`src/rtl/enc_pkg.sv`:
```
// Shared constants for the quadrature encoder position block: defaults,
// decoder state encodings and the debounce counter sizing helper.
package enc_pkg;

  localparam int unsigned DEB_CYCLES_DEF = 50_000;
  localparam int unsigned POS_MIN_DEF    = 0;
  localparam int unsigned POS_MAX_DEF    = 15;

  localparam logic [2:0] ST_IDLE = 3'd0;
  localparam logic [2:0] ST_CW1  = 3'd1;
  localparam logic [2:0] ST_CW2  = 3'd2;
  localparam logic [2:0] ST_CW3  = 3'd3;
  localparam logic [2:0] ST_CC1  = 3'd4;
  localparam logic [2:0] ST_CC2  = 3'd5;
  localparam logic [2:0] ST_CC3  = 3'd6;
  localparam logic [2:0] ST_ERR  = 3'd7;

  // ERR parks the decoder after an illegal move until the rest code returns
  typedef enum logic [2:0] {
    IDLE = ST_IDLE,
    CW1  = ST_CW1,
    CW2  = ST_CW2,
    CW3  = ST_CW3,
    CC1  = ST_CC1,
    CC2  = ST_CC2,
    CC3  = ST_CC3,
    ERR  = ST_ERR
  } enc_state_e;

  function automatic int unsigned deb_cnt_w(input int unsigned cycles);
    int unsigned w;
    w = $clog2(cycles + 1);
    return (w < 1) ? 1 : w;
  endfunction

  localparam int unsigned DEB_CNT_W_DEF = deb_cnt_w(DEB_CYCLES_DEF);

endpackage

```
`src/rtl/enc_debounce.sv`:
```
// Two-flop synchroniser followed by a stable-count debouncer for one raw pin.
import enc_pkg::*;

module enc_debounce #(
  parameter int unsigned DEB_CYCLES = DEB_CYCLES_DEF,
  parameter logic        RST_VAL    = 1'b0
) (
  input  logic clk,
  input  logic rst_n,
  input  logic raw_i,
  output logic deb_o
);

  localparam int unsigned CW       = deb_cnt_w(DEB_CYCLES);
  localparam logic [CW-1:0] CNT_LAST = CW'(DEB_CYCLES - 1);

  logic          sync1_q, sync2_q;
  logic          deb_q, deb_d;
  logic [CW-1:0] cnt_q, cnt_d;

  // Count samples that disagree with the accepted level; any agreement restarts
  always_comb begin
    deb_d = deb_q;
    cnt_d = {CW{1'b0}};
    if (sync2_q != deb_q) begin
      if (cnt_q >= CNT_LAST) begin
        deb_d = sync2_q;
        cnt_d = {CW{1'b0}};
      end else begin
        cnt_d = cnt_q + CW'(1);
      end
    end else begin
      cnt_d = {CW{1'b0}};
    end
  end

  always_ff @(posedge clk or negedge rst_n) begin
    if (!rst_n) begin
      sync1_q <= RST_VAL;
      sync2_q <= RST_VAL;
      deb_q   <= RST_VAL;
      cnt_q   <= {CW{1'b0}};
    end else begin
      sync1_q <= raw_i;
      sync2_q <= sync1_q;
      deb_q   <= deb_d;
      cnt_q   <= cnt_d;
    end
  end

  assign deb_o = deb_q;

endmodule

```
`src/rtl/quad_encoder_pos.sv`:
```
// Quadrature encoder reader: debounced A/B detent decoder driving a saturating
// position with sticky limit flags. Optional homing button: ENC_HOME_EN.
import enc_pkg::*;

module quad_encoder_pos #(
  parameter int unsigned DEB_CYCLES = DEB_CYCLES_DEF,
  parameter int unsigned POS_MIN    = POS_MIN_DEF,
  parameter int unsigned POS_MAX    = POS_MAX_DEF
) (
  input  logic       clk,
  input  logic       rst_n,
  input  logic       enc_a,
  input  logic       enc_b,
  input  logic       enc_sw,
  output logic [3:0] cont_pos,
  output logic       limSUP,
  output logic       limINF,
  output logic       step_up,
  output logic       step_dn
);

  localparam logic [3:0] P_MIN = 4'(POS_MIN);
  localparam logic [3:0] P_MAX = 4'(POS_MAX);

  logic       a_s, b_s, home_s;
  logic [1:0] ab_s;
  enc_state_e state_q, state_d;
  logic       up_s, dn_s;
  logic [3:0] pos_q, pos_d;
  logic       sup_q, sup_d, inf_q, inf_d;
  logic       step_up_q, step_dn_q;

  // Channels idle high at a detent, so their filters reset to 1
  enc_debounce #(.DEB_CYCLES(DEB_CYCLES), .RST_VAL(1'b1)) u_deb_a (
    .clk(clk), .rst_n(rst_n), .raw_i(enc_a), .deb_o(a_s)
  );
  enc_debounce #(.DEB_CYCLES(DEB_CYCLES), .RST_VAL(1'b1)) u_deb_b (
    .clk(clk), .rst_n(rst_n), .raw_i(enc_b), .deb_o(b_s)
  );

`ifdef ENC_HOME_EN
  logic sw_s, sw_prev_q;

  enc_debounce #(.DEB_CYCLES(DEB_CYCLES), .RST_VAL(1'b0)) u_deb_sw (
    .clk(clk), .rst_n(rst_n), .raw_i(enc_sw), .deb_o(sw_s)
  );

  always_ff @(posedge clk or negedge rst_n) begin
    if (!rst_n) begin
      sw_prev_q <= 1'b0;
    end else begin
      sw_prev_q <= sw_s;
    end
  end

  assign home_s = sw_s & ~sw_prev_q;
`else
  logic unused_sw_s;
  assign unused_sw_s = enc_sw;
  assign home_s      = 1'b0;
`endif

  assign ab_s = {a_s, b_s};

  // Detent decoder; a double-bit jump lands in ERR unless it is already at rest
  always_comb begin
    state_d = state_q;
    up_s    = 1'b0;
    dn_s    = 1'b0;
    case (state_q)
      IDLE: begin
        case (ab_s)
          2'b01:   state_d = CW1;
          2'b10:   state_d = CC1;
          2'b00:   state_d = ERR;
          default: state_d = IDLE;
        endcase
      end
      CW1: begin
        case (ab_s)
          2'b00:   state_d = CW2;
          2'b11:   state_d = IDLE;
          2'b10:   state_d = ERR;
          default: state_d = CW1;
        endcase
      end
      CW2: begin
        case (ab_s)
          2'b10:   state_d = CW3;
          2'b01:   state_d = CW1;
          2'b11:   state_d = IDLE;
          default: state_d = CW2;
        endcase
      end
      CW3: begin
        case (ab_s)
          2'b11: begin
            state_d = IDLE;
            up_s    = 1'b1;
          end
          2'b00:   state_d = CW2;
          2'b01:   state_d = ERR;
          default: state_d = CW3;
        endcase
      end
      CC1: begin
        case (ab_s)
          2'b00:   state_d = CC2;
          2'b11:   state_d = IDLE;
          2'b01:   state_d = ERR;
          default: state_d = CC1;
        endcase
      end
      CC2: begin
        case (ab_s)
          2'b01:   state_d = CC3;
          2'b10:   state_d = CC1;
          2'b11:   state_d = IDLE;
          default: state_d = CC2;
        endcase
      end
      CC3: begin
        case (ab_s)
          2'b11: begin
            state_d = IDLE;
            dn_s    = 1'b1;
          end
          2'b00:   state_d = CC2;
          2'b10:   state_d = ERR;
          default: state_d = CC3;
        endcase
      end
      ERR: begin
        if (ab_s == 2'b11) begin
          state_d = IDLE;
        end else begin
          state_d = ERR;
        end
      end
      default: state_d = IDLE;
    endcase
  end

  // Saturating position; a blocked step raises the matching flag instead
  always_comb begin
    pos_d = pos_q;
    sup_d = sup_q;
    inf_d = inf_q;
    if (home_s) begin
      pos_d = P_MIN;
      sup_d = 1'b0;
      inf_d = 1'b0;
    end else if (up_s) begin
      if (pos_q < P_MAX) begin
        pos_d = pos_q + 4'd1;
        inf_d = 1'b0;
      end else begin
        sup_d = 1'b1;
        inf_d = 1'b0;
      end
    end else if (dn_s) begin
      if (pos_q > P_MIN) begin
        pos_d = pos_q - 4'd1;
        sup_d = 1'b0;
      end else begin
        inf_d = 1'b1;
        sup_d = 1'b0;
      end
    end else begin
      pos_d = pos_q;
    end
  end

  always_ff @(posedge clk or negedge rst_n) begin
    if (!rst_n) begin
      state_q   <= IDLE;
      pos_q     <= P_MIN;
      sup_q     <= 1'b0;
      inf_q     <= 1'b0;
      step_up_q <= 1'b0;
      step_dn_q <= 1'b0;
    end else begin
      state_q   <= state_d;
      pos_q     <= pos_d;
      sup_q     <= sup_d;
      inf_q     <= inf_d;
      step_up_q <= up_s;
      step_dn_q <= dn_s;
    end
  end

  assign cont_pos = pos_q;
  assign limSUP   = sup_q;
  assign limINF   = inf_q;
  assign step_up  = step_up_q;
  assign step_dn  = step_dn_q;

endmodule

```
`config.mk`:
```
export PLATFORM = sky130hd
export DESIGN_NAME = quad_encoder_pos
export DESIGN_NICKNAME = d
export VERILOG_FILES = /design/src/rtl/enc_pkg.sv /design/src/rtl/enc_debounce.sv /design/src/rtl/quad_encoder_pos.sv
export SDC_FILE = /design/constraint.sdc
export NUM_CORES = 1
export LEC_CHECK = 0
export ABC_AREA = 1
export CORE_MARGIN = 4
export CORE_UTILIZATION = 28
export CTS_BUF_LIST = sky130_fd_sc_hd__clkbuf_8
export CTS_CLUSTER_SIZE = 24
export DETAILED_ROUTE_END_ITERATION = 6
export DONT_BUFFER_PORTS = 1
export SYNTH_ARGS = -nofsm -noshare
export SYNTH_HDL_FRONTEND = slang
export SYNTH_HIERARCHICAL = 1
export SYNTH_SLANG_ARGS = --single-unit
```
`constraint.sdc`:
```
create_clock -name clk -period 2.45 [get_ports clk]
set_input_delay 0.245 -clock clk [delete_from_list [all_inputs] [get_ports clk]]
set_output_delay 0.245 -clock clk [all_outputs]
set_load 0.01 [all_outputs]
```
* Word-level counts from Yosys, hierarchy flattened
Cells that the tools add are included.
** Cells by class
- $add $sub $neg :: 4
- Order comparisons :: 4
- Equality and inequality tests :: 15
- Mux-type cells :: 26
- Reduce and logical (&&, ||, !) cells :: 9
** Operator list (count)
- $mux 16 :: 4
- $pmux 3 s3 :: 6
- $add 16x1->16 const B :: 2
- $ge 16x16->1 const B :: 2
- $pmux 3 s8 :: 1
- $mux 4 :: 4
- $eq 3x3->1 const B :: 4
- $mux 1 :: 9
- $reduce_and 2->1 :: 4
- $eq 3x2->1 const B :: 2
- $pmux 2 s3 :: 1
- $add 4x1->4 const B :: 1
- $eq 2x2->1 const B :: 2
- $gt 4x1->1 const B :: 1
- $lt 4x4->1 const B :: 1
- $ne 2x2->1 const B :: 2
- $reduce_bool 2->1 :: 2
- $sub 4x1->4 const B :: 1
- $eq 3x1->1 const B :: 1
- $logic_not 3->1 :: 1
- $mux 3 :: 1
- $reduce_and 3->1 :: 1
- $eq 2x1->1 const B :: 1
- $logic_not 2->1 :: 1
- 2 further kinds :: 3
** Word-level totals
- Register bits after elaboration :: 49
- Input bits :: 5
- Output and inout bits :: 8

* Longest topological paths before layout
Gate-level depths: netlist (run 1).
- Word-level depth :: 5
- Mapped depth :: 12
- Gate-level depth less buffers :: 11

* Hierarchy
The synthesis (run 1) kept the hierarchy.
** Modules (own cells, without submodules)
- enc_debounce :: times used 2, cells each 132, area each 1037.2 µm²
- quad_encoder_pos :: times used 1, cells each 112, area each 902.1 µm²

* Least setup slack after synthesis (run 1)
Ideal clock, no wire load.
- Path kind :: register -> register
- Start :: register u_deb_a.deb_q, in the netlist u_deb_a/deb_o
- End :: register pos_q[3], in the netlist cont_pos[3]
- Library setup time :: 117 ps
- Data arrival time :: 1776 ps
- Slack :: 557 ps
- Cell stages (with the launch flop) :: 10
- Buffers on the path :: 0
- Clock period less this slack :: 1893 ps
- Path through :: dfstp_2 > ha_1 > nand4_4 > ha_1 > nand2_1 > nand3b_2 > nand2_1 > nand2_1 > nand3_1 > nand2_1
** Between the ends
- Longest elaborated chain between the ends :: 5
- Elaborated cells on any way between the ends :: 9
- Classes of those cells :: eq/ne (2); mux (4); reduce/logical (3)
** RTL lines
- start: declaration :: line enc_debounce.sv:18 : logic deb_q, deb_d;
- start signal: assignment :: line enc_debounce.sv:41 : deb_q <= RST_VAL;
- start signal: assignment :: line enc_debounce.sv:46 : deb_q <= deb_d;
- $eq 2x2->1 (*) :: line quad_encoder_pos.sv:96, quad_encoder_pos.sv:123
- $mux 1 (*) :: line quad_encoder_pos.sv:96, quad_encoder_pos.sv:123
- $mux 1 :: line quad_encoder_pos.sv:70 : case (state_q)
- $ne 2x1->1 (no line) / $reduce_bool 2->1 (equally long branches)
- $reduce_and 3->1 (no line)
- end signal: assignment :: line quad_encoder_pos.sv:184 : pos_q <= pos_d;
- end: declaration :: line quad_encoder_pos.sv:29 : logic [3:0] pos_q, pos_d;
Mark *: on every way between the ends. The rest lies on a longest branch, timed or not.
A chain may end at the register's enable or synchronous reset.

* Worst setup path after layout (run 1)
Same ends and word-level chain as after synthesis.

==> results.tsv, run 1 <==
metric	value	unit
dp_slack	0.402	ns
setup_viol	0	
dieArea	12300	um2
cts_hold_buf	4	
arrival	2.24	ns
cp_max_fo	7	
endpoint	cont_pos[3]	
drc	0	
cts_made_buffers	5	
fin_ws	0.414	ns
multiInputGateArea	1490	um2
drt-initial-drc-count	71	
pwr-share-clk	34.3	%
placedInstanceArea	3090	um2
row_count	37	
async_flop_share	100	%
synth.yosys.seq_area_share	41.4	%
cp_top_family	simple AND/OR/NAND/NOR gates	
insertion_delay	0.30	ns
yosys_register_bits	49	
synth_common_cells	nand2_1, nor2_1, dfrtp_1	
worstHoldPathType	reg2reg	
synth.area.top_cells	dfrtp_1, nand2_1, nor2_1	
worst_pin_slew	0.340	ns
seqPwrFrac	61.8	%
max_freq	0.491	GHz
drv_cap	0	
placeableCoreArea	10300	um2
gp_congestion	0.864	
start_util	28.8	%
nets	400	
start_kind	flop	
combPwrFrac	3.9	%
grt_pass1_wl	9900	um
slew_headroom	77.4	%
vias	2282	
finalCoreUtilization	31.3	%
drive_gt1_share	14.8	%
synth_top_cell_by_area	dfrtp_1	
p_sw_share	23.0	%
antenna_found_initial	0	
synth_top_area_share	36.1	%
synth_most_common_cell	nand2_1	
tns	0	ns
clockBufferDepth	2	
clk_pin_slew_worst_paths	0.09	ns
h-tree-depth	2	
yosysWarningCount	6	
clock_skew	0.0127	ns
via_per_inst	4.39	
worst_r2r_path_depth	9	
internal-power	1.04	mW
netlist_instances	376	
seq_area	1230	um2
fin_area	3230	um2
synth.distinct_cells	33	
path_buf_inv	0	
grt_max_degree	50	
postCtsSetupBuffers	0	
slowest_stage	dfstp_2	
cts_root_buffer	clkbuf_8	
grt_pass1_vias	2283	
cts_tree	built	
drt-total-wl	5380	um
p_sw	309	uW
fillerInstances	1081	
synth_nets	393	
cp-startpoint	u_deb_a/deb_o	
period_share	83.1	%
ir_drop	0.178	mV
synth-main-ff-cell	dfrtp_1	
fin_crit	2.04	ns
timing.rr.start	u_deb_a/deb_o	
die_h	111	um
post_cts_resized	0	
cpMostUsedCell	nand2_1	
setup.worst_path.end_class	flop	
maxSlewViolCount	0	
portBuffers	0	
whs	0.358	ns
crit_required	2.65	ns
syn-cell-area	2980	um2
rr_endpoint	cont_pos[3]	
crit_path_cell_trace	ha_1 > nand4_4 > ha_1 > nand2_1 > nand3b_2 > nand2_1 > nand2_1 > nand3_1 > nand2_1	
dpl.hpwl	4020	um
first_pass_iters	4	
gr-usage-all-layers	9.40	%
cp_num_cells	9	
cpPeakStageDelay	0.62	ns
hold_viol	0	
ios	13	
cts.sink_count	49	
antenna_left	0	
power_leakage	1.47	nW
grt_overflow_total	0	
diodes	0	
status	finished clean	
synth_area_per_cell	7.92	um2
critPathKind	reg2reg	
pwr_density_cell	416	nW/um2
wl_per_cell	10.3	um
reg2reg_slack	0.41	ns
rsz0062_at_grt	no	
die_x	111	um
syn2layout_area_growth	8.45	%
synth_edf_count	0	
[per-layer routing]
layer  track usage, %  wire (um)  up-vias  part of all wire, %
met4             2.92         81        0                  1.5
met3             2.18        140        6                  2.6
met2             16.4       2620       18                   49
met5                0          0        -                    0
li1                 -          -     1196                    -
met1             11.5       2540     1062                   47
[state kept, by name (all words and copies together), names as in the netlist]
| register | cells |
|---|---|
| u_deb_a/deb_o | 1 |
| limSUP | 1 |
| step_dn | 1 |
| u_deb_b/cnt_q | 16 |
| cont_pos | 4 |
| state_q | 3 |
| limINF | 1 |
| u_deb_a/sync2_q | 1 |
| u_deb_a/cnt_q | 16 |
| u_deb_b/sync1_q | 1 |
| step_up | 1 |
| u_deb_b/deb_o | 1 |
| u_deb_a/sync1_q | 1 |
| u_deb_b/sync2_q | 1 |
[worst min-delay path by stage]
stage	from	end	slack [ns]	cells past startpoint
after global placement	rst_n	u_deb_a/cnt_q[0]	-0.05	0
final	u_deb_b/sync1_q	u_deb_b/sync2_q	0.36	0
after detailed placement	rst_n	u_deb_a/cnt_q[4]	-0.05	0
after floorplan	rst_n	cont_pos[0]	-0.05	0
after CTS	u_deb_b/sync1_q	u_deb_b/sync2_q	0.36	0
after global routing	u_deb_b/sync1_q	u_deb_b/sync2_q	0.36	0
[cells in the final DEF (no fill, tap or decap), types with 3 or more instances in the layout]
cell and instances:
a21oi_1 5, nor2_2 8, xnor2_1 6, dlygate4sd3_1 3, xor2_1 9, nand2_2 9
nand2_1 89, ha_1 12, nand3_2 4, o21ai_0 10, clkbuf_8 5, clkinv_2 3
nor3_1 6, nand4_1 11, inv_1 42, dfstp_2 6, nand3_1 29, nor2_1 55
dfrtp_1 43, inv_2 10
[final cells by class]
| type | count | share of cell area (%) |
|---|---|---|
| flip-flops and latches | 49 | 38.2 |
| clock inverters | 3 | 0.426 |
| multi-input cells | 271 | 46.1 |
| inverters | 52 | 6.09 |
| repair buffers | 4 | 1.78 |
| well taps | 136 | 5.27 |
| clock buffers | 5 | 2.13 |
[kinds of logic (layout without fill, tap and decap cells)]
family | after synthesis | in the layout | share of synthesized area [%]
AOI/OAI and AO/OA | 22 | 22 | 4.33
xor gates and xnor gates | 16 | 16 | 4.96
adders and majority gates | 12 | 12 | 5.04
buffers and inverters | 56 | 64 | 8.57
DFF | 49 | 49 | 41.4
and+or+nand+nor | 221 | 221 | 35.6
[metrics by stage]
step | cells | total power, mW
finish | 520 | 1.34
global placement | 508 | 0.874
floorplan | 376 | 0.872
global route | 520 | 1.42
CTS | 520 | 1.38
detailed placement | 508 | 0.876
[worst reg2reg max path: cells and delay by family, from the launching register on]
kind          cells  cell delay (ns)
flops             1             0.62
fa+ha+maj         2             0.66
simple gates      7             0.67
[power groups by stage]
stage	Clock [mW]	Combinational (mW)	Sequential, mW
3_3_place_gp	0	0.0278	0.846
4_1_cts	0.488	0.0556	0.831
6_report	0.461	0.0525	0.831
5_1_grt	0.521	0.0629	0.833
2_1_floorplan	0	0.0271	0.845
3_5_place_dp	0	0.0286	0.847
No activity file was read; power rests on OpenSTA's default activity.
==> run 2: changes to the inputs <==
Clock period 2.45 ns to 1.9 ns, I/O delays scaled along.
==> run 2 against run 1 <==
Worst hold slack better by 0.0013 ns. Wire length increased by 2.1%. Power is 33% higher. Worst setup slack worse by 0.25 ns. Combinational power rose by 28%. Largest power group unchanged.
==> results.tsv, run 2 (synthesis results as in run 1) <==
metric	value	unit	change
grt_max_degree	50		unchanged
postCtsSetupBuffers	0		unchanged
antenna_found_initial	0		unchanged
arrival	1.91	ns	was 2.24 ns
final_cells	525		was 520
die_h	111	um	unchanged
worstHoldPathType	reg2reg		unchanged
fin_ws	0.167	ns	was 0.414 ns
pwr_density_cell	541	nW/um2	was 416 nW/um2
gp_congestion	0.855		was 0.864
dpl.hpwl	4050	um	was 4020 um
cts_made_buffers	5		unchanged
clk_pin_slew_worst_paths	0.09	ns	about the same
dieArea	12300	um2	unchanged
clockBufferDepth	2		unchanged
drc	0		unchanged
grt_overflow_total	0		unchanged
diodes	0		unchanged
max_freq	0.577	GHz	was 0.491 GHz
layout_commonest_cell	nand2_1		unchanged
critPathKind	reg2reg		unchanged
drt-total-wl	5490	um	was 5380 um
ios	13		unchanged
ir_drop	0.211	mV	was 0.178 mV
hold_depth	0		unchanged
die_x	111	um	unchanged
cts.sink_count	49		unchanged
period_share	91.2	%	was 83.1%
place_inst	513		was 508
worst_pin_slew	0.369	ns	was 0.340 ns
worst_r2r_path_depth	7		was 9
setup.worst_path.end_class	flop		unchanged
h-tree-depth	2		unchanged
nets	405		was 400
cts_tree	built		unchanged
drv_cap	0		unchanged
cts_root_buffer	clkbuf_8		unchanged
placeableCoreArea	10300	um2	unchanged
crit_required	2.08	ns	was 2.65 ns
gr-usage-met3	1.86	%	was 2.18%
maxSlewViolCount	0		unchanged
drt-initial-drc-count	107		was 71
vias	2323		was 2282
grt_util_met1	11.9	%	was 11.5%
busiest_layer	met2		unchanged
syn2layout_area_growth	11.1	%	was 8.45%
first_pass_iters	4		unchanged
gr-usage-all-layers	9.12	%	was 9.40%
antenna_left	0		unchanged
met2_usage	14.8	%	was 16.4%
insertion_delay	0.31	ns	was 0.30 ns
portBuffers	0		unchanged
rsz0062_at_grt	no		unchanged
setup_viol	0		unchanged
cp_max_fo	6		was 7
whs	0.359	ns	was 0.358 ns
final_cell_mix	nand2_1, nor2_1, dfrtp_1, inv_1, nand3_1		unchanged
fin_crit	1.73	ns	was 2.04 ns
wl_per_cell	10.5	um	was 10.3 um
start_util	28.8	%	unchanged
via_per_inst	4.42		was 4.39
status	finished clean		unchanged
hold_viol	0		unchanged
clock_skew	0.00807	ns	was 0.0127 ns
grt_pass1_wl	9540	um	was 9900 um
slew_headroom	75.4	%	was 77.4%
drive_gt1_share	16.7	%	was 14.8%
tns	0	ns	unchanged
row_count	37		unchanged
power_leakage	1.50	nW	was 1.47 nW
grt_pass1_vias	2137		was 2283
start_kind	flop		unchanged
dp_slack	0.0967	ns	was 0.402 ns
## run 2: area by class of cell
type                       count  area [um2]
fill                        1052        7020
multi-input combinational    271        1510
sequential                    49        1230
inverter                      52         196
tap                          136         170
timing repair buffer           9        98.8
clock buffer                   6        82.6
clock inverter                 2        13.8
## run 2: metrics by stage
step                utilization (%)  total power, mW  area (um2)
finish                         32.0             1.79        3310
global route                   32.0             1.88        3310
CTS                            31.8             1.84        3280
detailed placement             30.3             1.13        3130
global placement               30.3             1.13        3130
floorplan                         -             1.12        2980
## run 2: path summary, 6_finish.rpt
check                                start          endpoint  slack [ns]
max                          u_deb_a/deb_o        state_q[0]        0.17
min                        u_deb_a/sync1_q   u_deb_a/sync2_q        0.36
max reg2reg                  u_deb_a/deb_o        state_q[0]        0.17
min reg2reg                u_deb_a/sync1_q   u_deb_a/sync2_q        0.36
max in group asynchronous            rst_n   u_deb_b/sync2_q        1.25
min in group asynchronous            rst_n  u_deb_a/cnt_q[0]        0.38
## run 2: what timing repair did
item	in CTS	in global routing
hold endpoints to repair	51	0
gates resized for setup	0	5
hold buffers	4	0
setup endpoints to repair	0	3
## run 2: power by group
group / internal, mW / switching, mW
combinational: 0.0235 / 0.0435
sequential: 1.06 / 0.0106
clock: 0.296 / 0.357
total: 1.38 / 0.411
## run 2: critical path, stage by stage, from the launching register on
cell	delay, ns
dfstp_2	0.57
buf_4	0.15
inv_1	0.09
ha_1	0.24
o21ai_1	0.21
nor2_1	0.06
o21ai_0	0.15
o311ai_0	0.13
## run 2: metal layers
layer | wire length [um] | vias to the layer above
li1 | - | 1210
met3 | 164 | 6
met2 | 2580 | 37
met1 | 2660 | 1070
met5 | 0 | -
met4 | 84 | 0
